$ cat config.mk
export PLATFORM = sky130hd
export DESIGN_NAME = score_counter
export DESIGN_NICKNAME = d
export VERILOG_FILES = /design/src/rtl/score_counter_pkg.sv /design/src/rtl/score_counter_bcd_adder4.sv /design/src/rtl/score_counter.sv
export SDC_FILE = /design/constraint.sdc
export NUM_CORES = 1
export LEC_CHECK = 0
export BUFFER_PORTS_ARGS = -buffer_cell sky130_fd_sc_hd__buf_2
export CORE_ASPECT_RATIO = 1.1
export CORE_MARGIN = 3
export CORE_UTILIZATION = 54
export CTS_BUF_LIST = sky130_fd_sc_hd__clkbuf_16
export DETAILED_ROUTE_END_ITERATION = 16
export PLACE_DENSITY = 0.85
export SYNTH_ARGS = -nofsm -noshare
export SYNTH_HDL_FRONTEND = slang
export SYNTH_SLANG_ARGS = --single-unit
$ cat constraint.sdc
create_clock -name clk -period 10.1 [get_ports clk]
set_input_delay 1.515 -clock clk [delete_from_list [all_inputs] [get_ports clk]]
set_output_delay 1.515 -clock clk [all_outputs]
set_load 0.02 [all_outputs]
$ cat src/rtl/score_counter_pkg.sv
// Shared definitions for the goose-run score counter: FSM states, BCD digit
// constants and the BCD-to-binary / integer-to-BCD helpers.
package score_counter_pkg;

  typedef enum logic [1:0] {
    ST_IDLE = 2'd0,
    ST_RUN  = 2'd1,
    ST_OVER = 2'd2
  } state_t;

  localparam int          DIGIT_W       = 4;
  localparam logic [3:0]  DIGIT_MAX     = 4'd9;
  localparam logic [15:0] MAX_SCORE_BCD = 16'h9999;

  // Shift-add weights: x1000 = <<10 - <<4 - <<3, x100 = <<6 + <<5 + <<2, x10 = <<3 + <<1.
  function automatic logic [31:0] bcd_to_bin(input logic [15:0] bcd);
    logic [31:0] thou, hund, ten, unit;
    thou = {28'd0, bcd[15:12]};
    hund = {28'd0, bcd[11:8]};
    ten  = {28'd0, bcd[7:4]};
    unit = {28'd0, bcd[3:0]};
    return (thou << 10) - (thou << 4) - (thou << 3)
         + (hund << 6) + (hund << 5) + (hund << 2)
         + (ten << 3) + (ten << 1) + unit;
  endfunction

  // Elaboration-time only: converts parameter values into BCD constants.
  function automatic logic [15:0] int_to_bcd(input int value);
    return {4'((value / 1000) % 10), 4'((value / 100) % 10),
            4'((value / 10) % 10), 4'(value % 10)};
  endfunction

endpackage

$ cat src/rtl/score_counter_bcd_adder4.sv
// Combinational 4-digit BCD adder; flags results that overflow four digits
// or exceed the saturation limit so the caller can clamp.
module bcd_adder4
  import score_counter_pkg::*;
#(
  parameter logic [15:0] MAX_BCD = MAX_SCORE_BCD
) (
  input  logic [15:0] a,
  input  logic [15:0] b,
  output logic [15:0] sum,
  output logic        sat
);

  logic [15:0] raw_s;
  logic        carry_s;

  // Ripple decimal carry digit by digit; +6 on a 4-bit digit equals -10 mod 16.
  always_comb begin
    logic [4:0] dsum;
    raw_s   = 16'h0000;
    carry_s = 1'b0;
    dsum    = 5'd0;
    for (int i = 0; i < 4; i++) begin
      dsum = {1'b0, a[i*DIGIT_W +: DIGIT_W]} + {1'b0, b[i*DIGIT_W +: DIGIT_W]} + {4'd0, carry_s};
      if (dsum > {1'b0, DIGIT_MAX}) begin
        raw_s[i*DIGIT_W +: DIGIT_W] = dsum[3:0] + 4'd6;
        carry_s                     = 1'b1;
      end else begin
        raw_s[i*DIGIT_W +: DIGIT_W] = dsum[3:0];
        carry_s                     = 1'b0;
      end
    end
    sat = carry_s || (raw_s > MAX_BCD);
    sum = raw_s;
  end

endmodule

$ cat src/rtl/score_counter.sv
// Goose-run score counter: BCD score accumulation per frame tick and bonus,
// saturating at MAX_SCORE, with high-score capture at game over.
module score_counter
  import score_counter_pkg::*;
#(
  parameter int TICKS_PER_POINT = 6,
  parameter int BONUS_POINTS    = 10,
  parameter int MAX_SCORE       = 9999
) (
  input  logic        clk,
  input  logic        rst_n,
  input  logic        tick,
  input  logic        start,
  input  logic        game_over,
  input  logic        pause,
  input  logic        bonus,
  output logic [31:0] score,
  output logic [15:0] score_bcd,
  output logic [15:0] hi_bcd,
  output logic        running,
  output logic        new_hi
);

  localparam logic [5:0]  PRESC_LAST = 6'(TICKS_PER_POINT - 1);
  localparam logic [15:0] BONUS_BCD  = int_to_bcd(BONUS_POINTS);
  localparam logic [15:0] BONUS1_BCD = int_to_bcd(BONUS_POINTS + 1);
  localparam logic [15:0] MAX_BCD    = int_to_bcd(MAX_SCORE);

  state_t      state_r;
  logic [5:0]  presc_r;
  logic [15:0] score_bcd_r;
  logic [15:0] hi_bcd_r;
  logic [31:0] score_r;
  logic        running_r;
  logic        new_hi_r;

  logic        point_s;
  logic        bonus_hit_s;
  logic [15:0] addend_s;
  logic [15:0] sum_s;
  logic        sat_s;
  logic [15:0] next_bcd_s;

  // Scoring events only count while running and not paused.
  always_comb begin
    point_s     = 1'b0;
    bonus_hit_s = 1'b0;
    if ((state_r == ST_RUN) && !pause) begin
      point_s     = tick && (presc_r == PRESC_LAST);
      bonus_hit_s = bonus;
    end else begin
      point_s     = 1'b0;
      bonus_hit_s = 1'b0;
    end
    case ({bonus_hit_s, point_s})
      2'b01:   addend_s = 16'h0001;
      2'b10:   addend_s = BONUS_BCD;
      2'b11:   addend_s = BONUS1_BCD;
      default: addend_s = 16'h0000;
    endcase
  end

  bcd_adder4 #(.MAX_BCD(MAX_BCD)) u_adder (
    .a   (score_bcd_r),
    .b   (addend_s),
    .sum (sum_s),
    .sat (sat_s)
  );

  assign next_bcd_s = sat_s ? MAX_BCD : sum_s;

  // Run-state FSM with registered score, high score and status outputs.
  always_ff @(posedge clk or negedge rst_n) begin
    if (!rst_n) begin
      state_r     <= ST_IDLE;
      presc_r     <= 6'd0;
      score_bcd_r <= 16'h0000;
      hi_bcd_r    <= 16'h0000;
      score_r     <= 32'd0;
      running_r   <= 1'b0;
      new_hi_r    <= 1'b0;
    end else begin
      new_hi_r <= 1'b0;
      if (start) begin
        state_r     <= ST_RUN;
        running_r   <= 1'b1;
        presc_r     <= 6'd0;
        score_bcd_r <= 16'h0000;
        score_r     <= 32'd0;
      end else begin
        case (state_r)
          ST_RUN: begin
            if (!pause && tick) begin
              presc_r <= (presc_r == PRESC_LAST) ? 6'd0 : presc_r + 6'd1;
            end
            score_bcd_r <= next_bcd_s;
            score_r     <= bcd_to_bin(next_bcd_s);
            // BCD ordering matches numeric ordering, so a plain compare works.
            if (game_over) begin
              state_r   <= ST_OVER;
              running_r <= 1'b0;
              if (next_bcd_s > hi_bcd_r) begin
                hi_bcd_r <= next_bcd_s;
                new_hi_r <= 1'b1;
              end
            end
          end
          ST_IDLE, ST_OVER: begin
            state_r <= state_r;
          end
          default: begin
            state_r   <= ST_IDLE;
            running_r <= 1'b0;
          end
        endcase
      end
    end
  end

  assign score     = score_r;
  assign score_bcd = score_bcd_r;
  assign hi_bcd    = hi_bcd_r;
  assign running   = running_r;
  assign new_hi    = new_hi_r;

endmodule
### After elaboration in Yosys (flattened, before gate mapping)

Index checks and enable logic that the tools add are counted.

| word-level totals | value |
|---|---|
| output and inout bits | 66 |
| word-level logic and storage cells | 84 |
| input bits | 7 |
| flip-flop bits (word level) | 74 |

| operators by class | value |
|---|---|
| multiplexer cells | 30 |
| add/subtract/negate cells | 20 |
| eq/ne operators | 8 |
| bitwise logic cells | 1 |
| magnitude comparators | 6 |
| reductions and logical operators | 12 |

Operators by type and width:

| kind | number |
|---|---|
| 2-to-1 mux 32 bit | 2 |
| 2-to-1 mux 16 bit | 3 |
| 2-to-1 mux 6 bit | 4 |
| adder 21 x 5 -> 22 bit | 1 |
| adder 20 x 6 -> 21 bit | 1 |
| adder 19 x 8 -> 20 bit | 1 |
| > comparator 5 x 4 -> 1 bit, second input constant | 4 |
| adder 18 x 7 -> 19 bit | 1 |
| adder 17 x 10 -> 18 bit | 1 |
| adder 16 x 11 -> 17 bit | 1 |
| adder 4 x 3 -> 4 bit, second input constant | 4 |
| > comparator 16 bit | 1 |
| > comparator 16 bit, second input constant | 1 |
| 2-to-1 mux 4 bit | 4 |
| subtractor 15 x 8 -> 16 bit | 1 |
| adder 5 x 1 -> 5 bit | 3 |
| one-hot mux 5 bit (3 select lines) | 1 |
| subtractor 14 x 8 -> 15 bit | 1 |
| 2-to-1 mux 1 bit | 12 |
| adder 4 x 1 -> 5 bit, second input constant | 2 |
| adder 6 x 1 -> 6 bit, second input constant | 1 |
| == test 2 bit, second input constant | 3 |
| == test 6 x 3 -> 1 bit, second input constant | 1 |
| adder 4 x 1 -> 5 bit | 1 |
| 16 further kinds | 22 |

### Logic depth before layout (Yosys ltp)

| depth | value |
|---|---|
| depth in word-level cells | 30 |
| gate-level depth with buffers | 57 |

### Hierarchy

From an unflattened synthesis, not the netlist that was laid out.

| second synthesis, totals | value |
|---|---|
| cells, all modules | 587 |
| area, all modules | 5426.5 um2 |

By module, submodules not included:

| module | area an instance (um2) | cells each | sequential area each (um2) | instances |
|---|---|---|---|---|
| score_counter | 4388.0 | 457 | 1551.5 | 1 |
| bcd_adder4 | 1038.5 | 130 | 0.0 | 1 |

### Worst setup path after synthesis

No wires, ideal clock.

| timing | value |
|---|---|
| kind | input port to flip-flop |
| start | input port pause |
| end | register score_r[30] (netlist: score[30]) |
| buffers on the path | 1 |
| cell stages on the path | 55 |
| slack | -1.256 ns |
| setup time | 0.065 ns |
| data arrival time | 11.292 ns |
| path through | nor2_1 nand2_1 nor2_1 ha_1 ha_1 xnor2_2 ha_1 a21boi_0 a21o_1 o21ai_1 inv_1 fa_1 inv_1 ha_1 xnor2_2 ha_1 nand2b_1 a32o_1 [... 19 more ...] buf_6 and3_1 inv_1 fa_1 fa_1 inv_1 fa_1 inv_1 ha_1 inv_1 fa_1 nor2b_1 o21a_1 o21ai_0 nor4b_1 o211ai_1 a21oi_1 a21o_1 |

| on the way | value |
|---|---|
| elaborated cells between the ends (all ways) | 42 |
| classes of those cells | add/sub: 17; order compare: 5; eq/ne: 3; mux: 14; reduce/logical: 3 |

RTL lines:

| element | RTL line | source |
|---|---|---|
| start, declared | score_counter.sv:15 | `input logic pause,` |
| zero test 1 bit * | score_counter.sv:48 | `if ((state_r == ST_RUN) && !pause) begin` |
| logical AND 1 bit * | score_counter.sv:48 |  |
| 2-to-1 mux 1 bit | score_counter.sv:48 |  |
| == test 2 bit / == test 2 x 1 -> 1 bit (equally long branches) | score_counter.sv:55 | `case ({bonus_hit_s, point_s})` |
| one-hot mux 5 bit (3 select lines) * | score_counter.sv:55 |  |
| adder 4 x 4 -> 5 bit | score_counter_bcd_adder4.sv:24 | `dsum = {1'b0, a[i*DIGIT_W +: DIGIT_W]} + {1'b0, b[i*DIGIT_W +: DIGIT_W]} + {4'd0, carry_s};` |
| > comparator 5 x 4 -> 1 bit | score_counter_bcd_adder4.sv:25 | `if (dsum > {1'b0, DIGIT_MAX}) begin` |
| 2-to-1 mux 1 bit | score_counter_bcd_adder4.sv:25 |  |
| [... 10 more ...] | - |  |
| logical OR 1 bit | score_counter_bcd_adder4.sv:33 | `sat = carry_s \|\| (raw_s > MAX_BCD);` |
| 2-to-1 mux 16 bit * | score_counter.sv:70 | `assign next_bcd_s = sat_s ? MAX_BCD : sum_s;` |
| named net next_bcd_s[4] | score_counter.sv:42 | `logic [15:0] next_bcd_s;` |
| adder 19 x 8 -> 20 bit | score_counter_pkg.sv:24 | `+ (ten << 3) + (ten << 1) + unit;` |
| adder 20 x 6 -> 21 bit * | score_counter_pkg.sv:24 |  |
| adder 21 x 5 -> 22 bit * | score_counter_pkg.sv:24 |  |
| 2-to-1 mux 32 bit * | score_counter.sv:91 | `case (state_r)` |
| 2-to-1 mux 32 bit * | score_counter.sv:84 | `if (start) begin` |
| end signal, assigned | score_counter.sv:97 | `score_r <= bcd_to_bin(next_bcd_s);` |
| end, declared | score_counter.sv:33 | `logic [31:0] score_r;` |

The timed path passes the listed nets; every way through them passes the cells marked *. The select of a mux whose other input is x is not followed.
A chain may end at the register's enable or synchronous reset.

### Worst setup path in the final report

| timing | value |
|---|---|
| start | input port pause |
| end | register score_r[11] (netlist: score[11]) |

| on the way | value |
|---|---|
| elaborated cells between the ends (all ways) | 42 |
| classes of those cells | add/sub: 17; order compare: 5; eq/ne: 3; mux: 14; reduce/logical: 3 |

RTL lines:

| element | RTL line |
|---|---|
| zero test 1 bit * | score_counter.sv:48 |
| logical AND 1 bit * | score_counter.sv:48 |
| 2-to-1 mux 1 bit | score_counter.sv:48 |
| == test 2 bit / == test 2 x 1 -> 1 bit (equally long branches) | score_counter.sv:55 |
| one-hot mux 5 bit (3 select lines) * | score_counter.sv:55 |
| adder 4 x 4 -> 5 bit | score_counter_bcd_adder4.sv:24 |
| > comparator 5 x 4 -> 1 bit | score_counter_bcd_adder4.sv:25 |
| 2-to-1 mux 1 bit | score_counter_bcd_adder4.sv:25 |
| [... 8 more ...] | - |
| 2-to-1 mux 4 bit | score_counter_bcd_adder4.sv:25 |
| > comparator 16 bit | score_counter_bcd_adder4.sv:33 |
| logical OR 1 bit | score_counter_bcd_adder4.sv:33 |
| 2-to-1 mux 16 bit * | score_counter.sv:70 |
| named net next_bcd_s[3] | score_counter.sv:42 |
| adder 21 x 5 -> 22 bit * | score_counter_pkg.sv:24 |
| 2-to-1 mux 32 bit * | score_counter.sv:91 |
| 2-to-1 mux 32 bit * | score_counter.sv:84 |

Marks and branches as above.

==> out/results.txt <==
status: complete, but fails checks
failing checks: setup timing
Iter 0 DRT Violations: 432
H-tree depth: 3
CTS Root Cell: clkbuf_16
Post-synth EDFFs: 0
PwrDens: 286 mW/mm^2
R2R depth: 55
most used cell, CP: ha_4
hold depth: 2
clk sinks: 62
Peak VDD IR: 0.390 mV
number of synthesis warnings: 0
worst reg2reg setup slack: -0.02 ns
share of layout cells above drive strength 1: 39.6%
total die area: 0.0114 mm^2
relative slew slack: 42.9%
worst-margin pin slew: 0.854 ns
Synth Area per Inst: 8.61 um^2
Leak: 3.81 nW
max-slew violation count: 0
slowest cell on the critical path: fa_1
first-pass GRT wire length: 28500 um
drt via density: 6.00
WS Path Type: in2reg
Distinct cells, synth: 72
total length of routed wires: 17600 um
stages on the worst setup path: 56
met1 WL: 6690 um
die width: 102 um
pre-CTS WS: -1.08 ns
via count: 5666
met2 WL: 9160 um
Top Ports: 73
Antenna Nets Post-Route: 0
max incr delay on CP: 0.51 ns
largest net degree at the start of global routing: 63
DP HPWL: 11800 um
clock tree buffer depth: 2
final hold vios: 0
CTS clk-pin slew, worst paths: 0.06 ns
CTS buffer count: 9
ANT cells: 0
vias in the first global route: 5862
setup TNS: -5.33 ns
Tmin final: 10.57 ns
Clock Skew: 0.00547 ns
HP Class: reg2reg
crit path max fanout: 4
Area Growth Syn to Fin: 40.2%
core area: 0.00989 mm^2
final setup fails: 16
CP required: 10.36 ns
Tcrit/Tclk final: 105%
Most used DFF post-synth: dfrtp_1
total gr overflow: 0
row cnt: 38
commonest non-fill, non-tap cell in the layout: buf_4
RSZ-0062 raised after global routing: yes
met3 WL post-DR: 978 um
CP startpoint kind: input port
# DRC: 0
Syn Std Cell Area: 0.00550 mm^2
Setup crit end kind: flop
most frequent cells in the layout: 127 x buf_4, 71 x buf_2, 64 x inv_1
PortBufs: 72
synthesized instance count: 639
Synth Register Bits: 62
Mapped Nets: 730
max-cap viol count: 0
Hold-fix buffers, CTS: 0
Bufs and invs on worst path: 8
worst setup margin: -0.470 ns
WL/cell: 18.6 um
GRT Total Usage: 31.5%
First-pass DRT Iterations: 5
Worst-Skew Late Latency: 0.34 ns
CP top delay family: adder cells
initial antenna violation count: 0
WP data arrival: 10.83 ns
Initial Utilization: 55.6%
Max Used Layer: met4
CTS tree: built
routability cong.: 0.966
nets: 911
Peak Freq: 94.6 MHz
Die H: 112 um
post-synthesis sequential area ratio: 28.2%
Post-synth ARST share: 100%
## final timing paths
kind,from,to
max,pause,score[11]$_DFFE_PN0P_
min,score[14]$_DFFE_PN0P_,score[14]$_DFFE_PN0P_
max reg2reg,presc_r[3]$_DFFE_PN0P_,score[11]$_DFFE_PN0P_
min reg2reg,score[14]$_DFFE_PN0P_,score[14]$_DFFE_PN0P_
max in group asynchronous,rst_n,score[17]$_DFFE_PN0P_
min in group asynchronous,rst_n,presc_r[5]$_DFFE_PN0P_
## kinds of logic after synthesis
kind of cell,synth area share (%)
buffers and inverters,9.05
and+or+nand+nor,17.5
muxes,0.978
xor gates and xnor gates,3.30
adders and majority gates,21.6
DFF,28.2
AOI/OAI and AO/OA,19.4
## metrics by stage
| stage | utilization (%) | power [W] | area (um^2) | hold WS, ns | std cells |
|---|---|---|---|---|---|
| after detailed placement | 69.5 | 0.00153 | 6870 | 0.462 | 901 |
| after floorplan | - | 0.00112 | 5770 | 0.506 | 639 |
| after global routing | 78.0 | 0.00236 | 7710 | 0.497 | 945 |
| after global placement | 69.5 | 0.00149 | 6870 | 0.459 | 901 |
| after CTS | 76.7 | 0.00208 | 7590 | 0.482 | 936 |
| final | 78.0 | 0.00221 | 7710 | 0.487 | 945 |
## cell type report
cell class,count,area [um^2]
multi-input combinational,462,4040
fill,593,2170
sequential,62,1550
timing repair buffer,204,1380
inverter,81,309
clock buffer,9,225
tap,120,150
clock inverter,7,65.1
## Yosys cell counts (all sizes together), types with 6 or more instances
master	instances	area [um^2]
a211oi	7	57.6
a21o	10	75.1
a21oi	49	245
and2	6	40.0
and3	9	56.3
buf	20	141
clkbuf	14	52.6
dfrtp	62	1550
fa	18	360
ha	66	826
inv	81	304
nand2	53	199
nand2b	9	56.3
nand3	16	80.1
nand3b	9	67.6
nor2	61	231
nor2b	7	46.3
nor3	9	45.0
o21a	6	52.6
o21ai	31	155
o31ai	6	45.0
xnor2	11	111
xor2	8	70.1
## registers in the layout, summed over array words and instances (netlist names)
register and count:
new_hi 1, presc_r 6, hi_bcd 16, score_bcd 16, score 21, state_r 2
## report_power, final
part	internal, W	switching, W	total (W)
clock	0.000189	0.000122	0.000311
combinational	0.000749	0.000827	0.00158
sequential	0.000288	0.0000327	0.000321
## routing by layer
metal  GRT usage [%]  vias up
li1                -     2558
met1            36.9     2776
met2            56.3      255
met3            4.64       77
met4            13.6        0
met5               0        -
## worst min-delay path, stage by stage, from the launching register on
cell and delay (ns):
dfrtp_1 0.34, nand2_1 0.05, o21ai_1 0.06
## timing repair
item	4_1_cts	5_1_grt
buffers inserted	19	14
cloned	0	0
pin swaps	59	35
hold endpoints to repair	0	0
endpoints found under the setup margin	16	18
resized for setup	57	19
No activity file was read; power rests on OpenSTA's default activity.
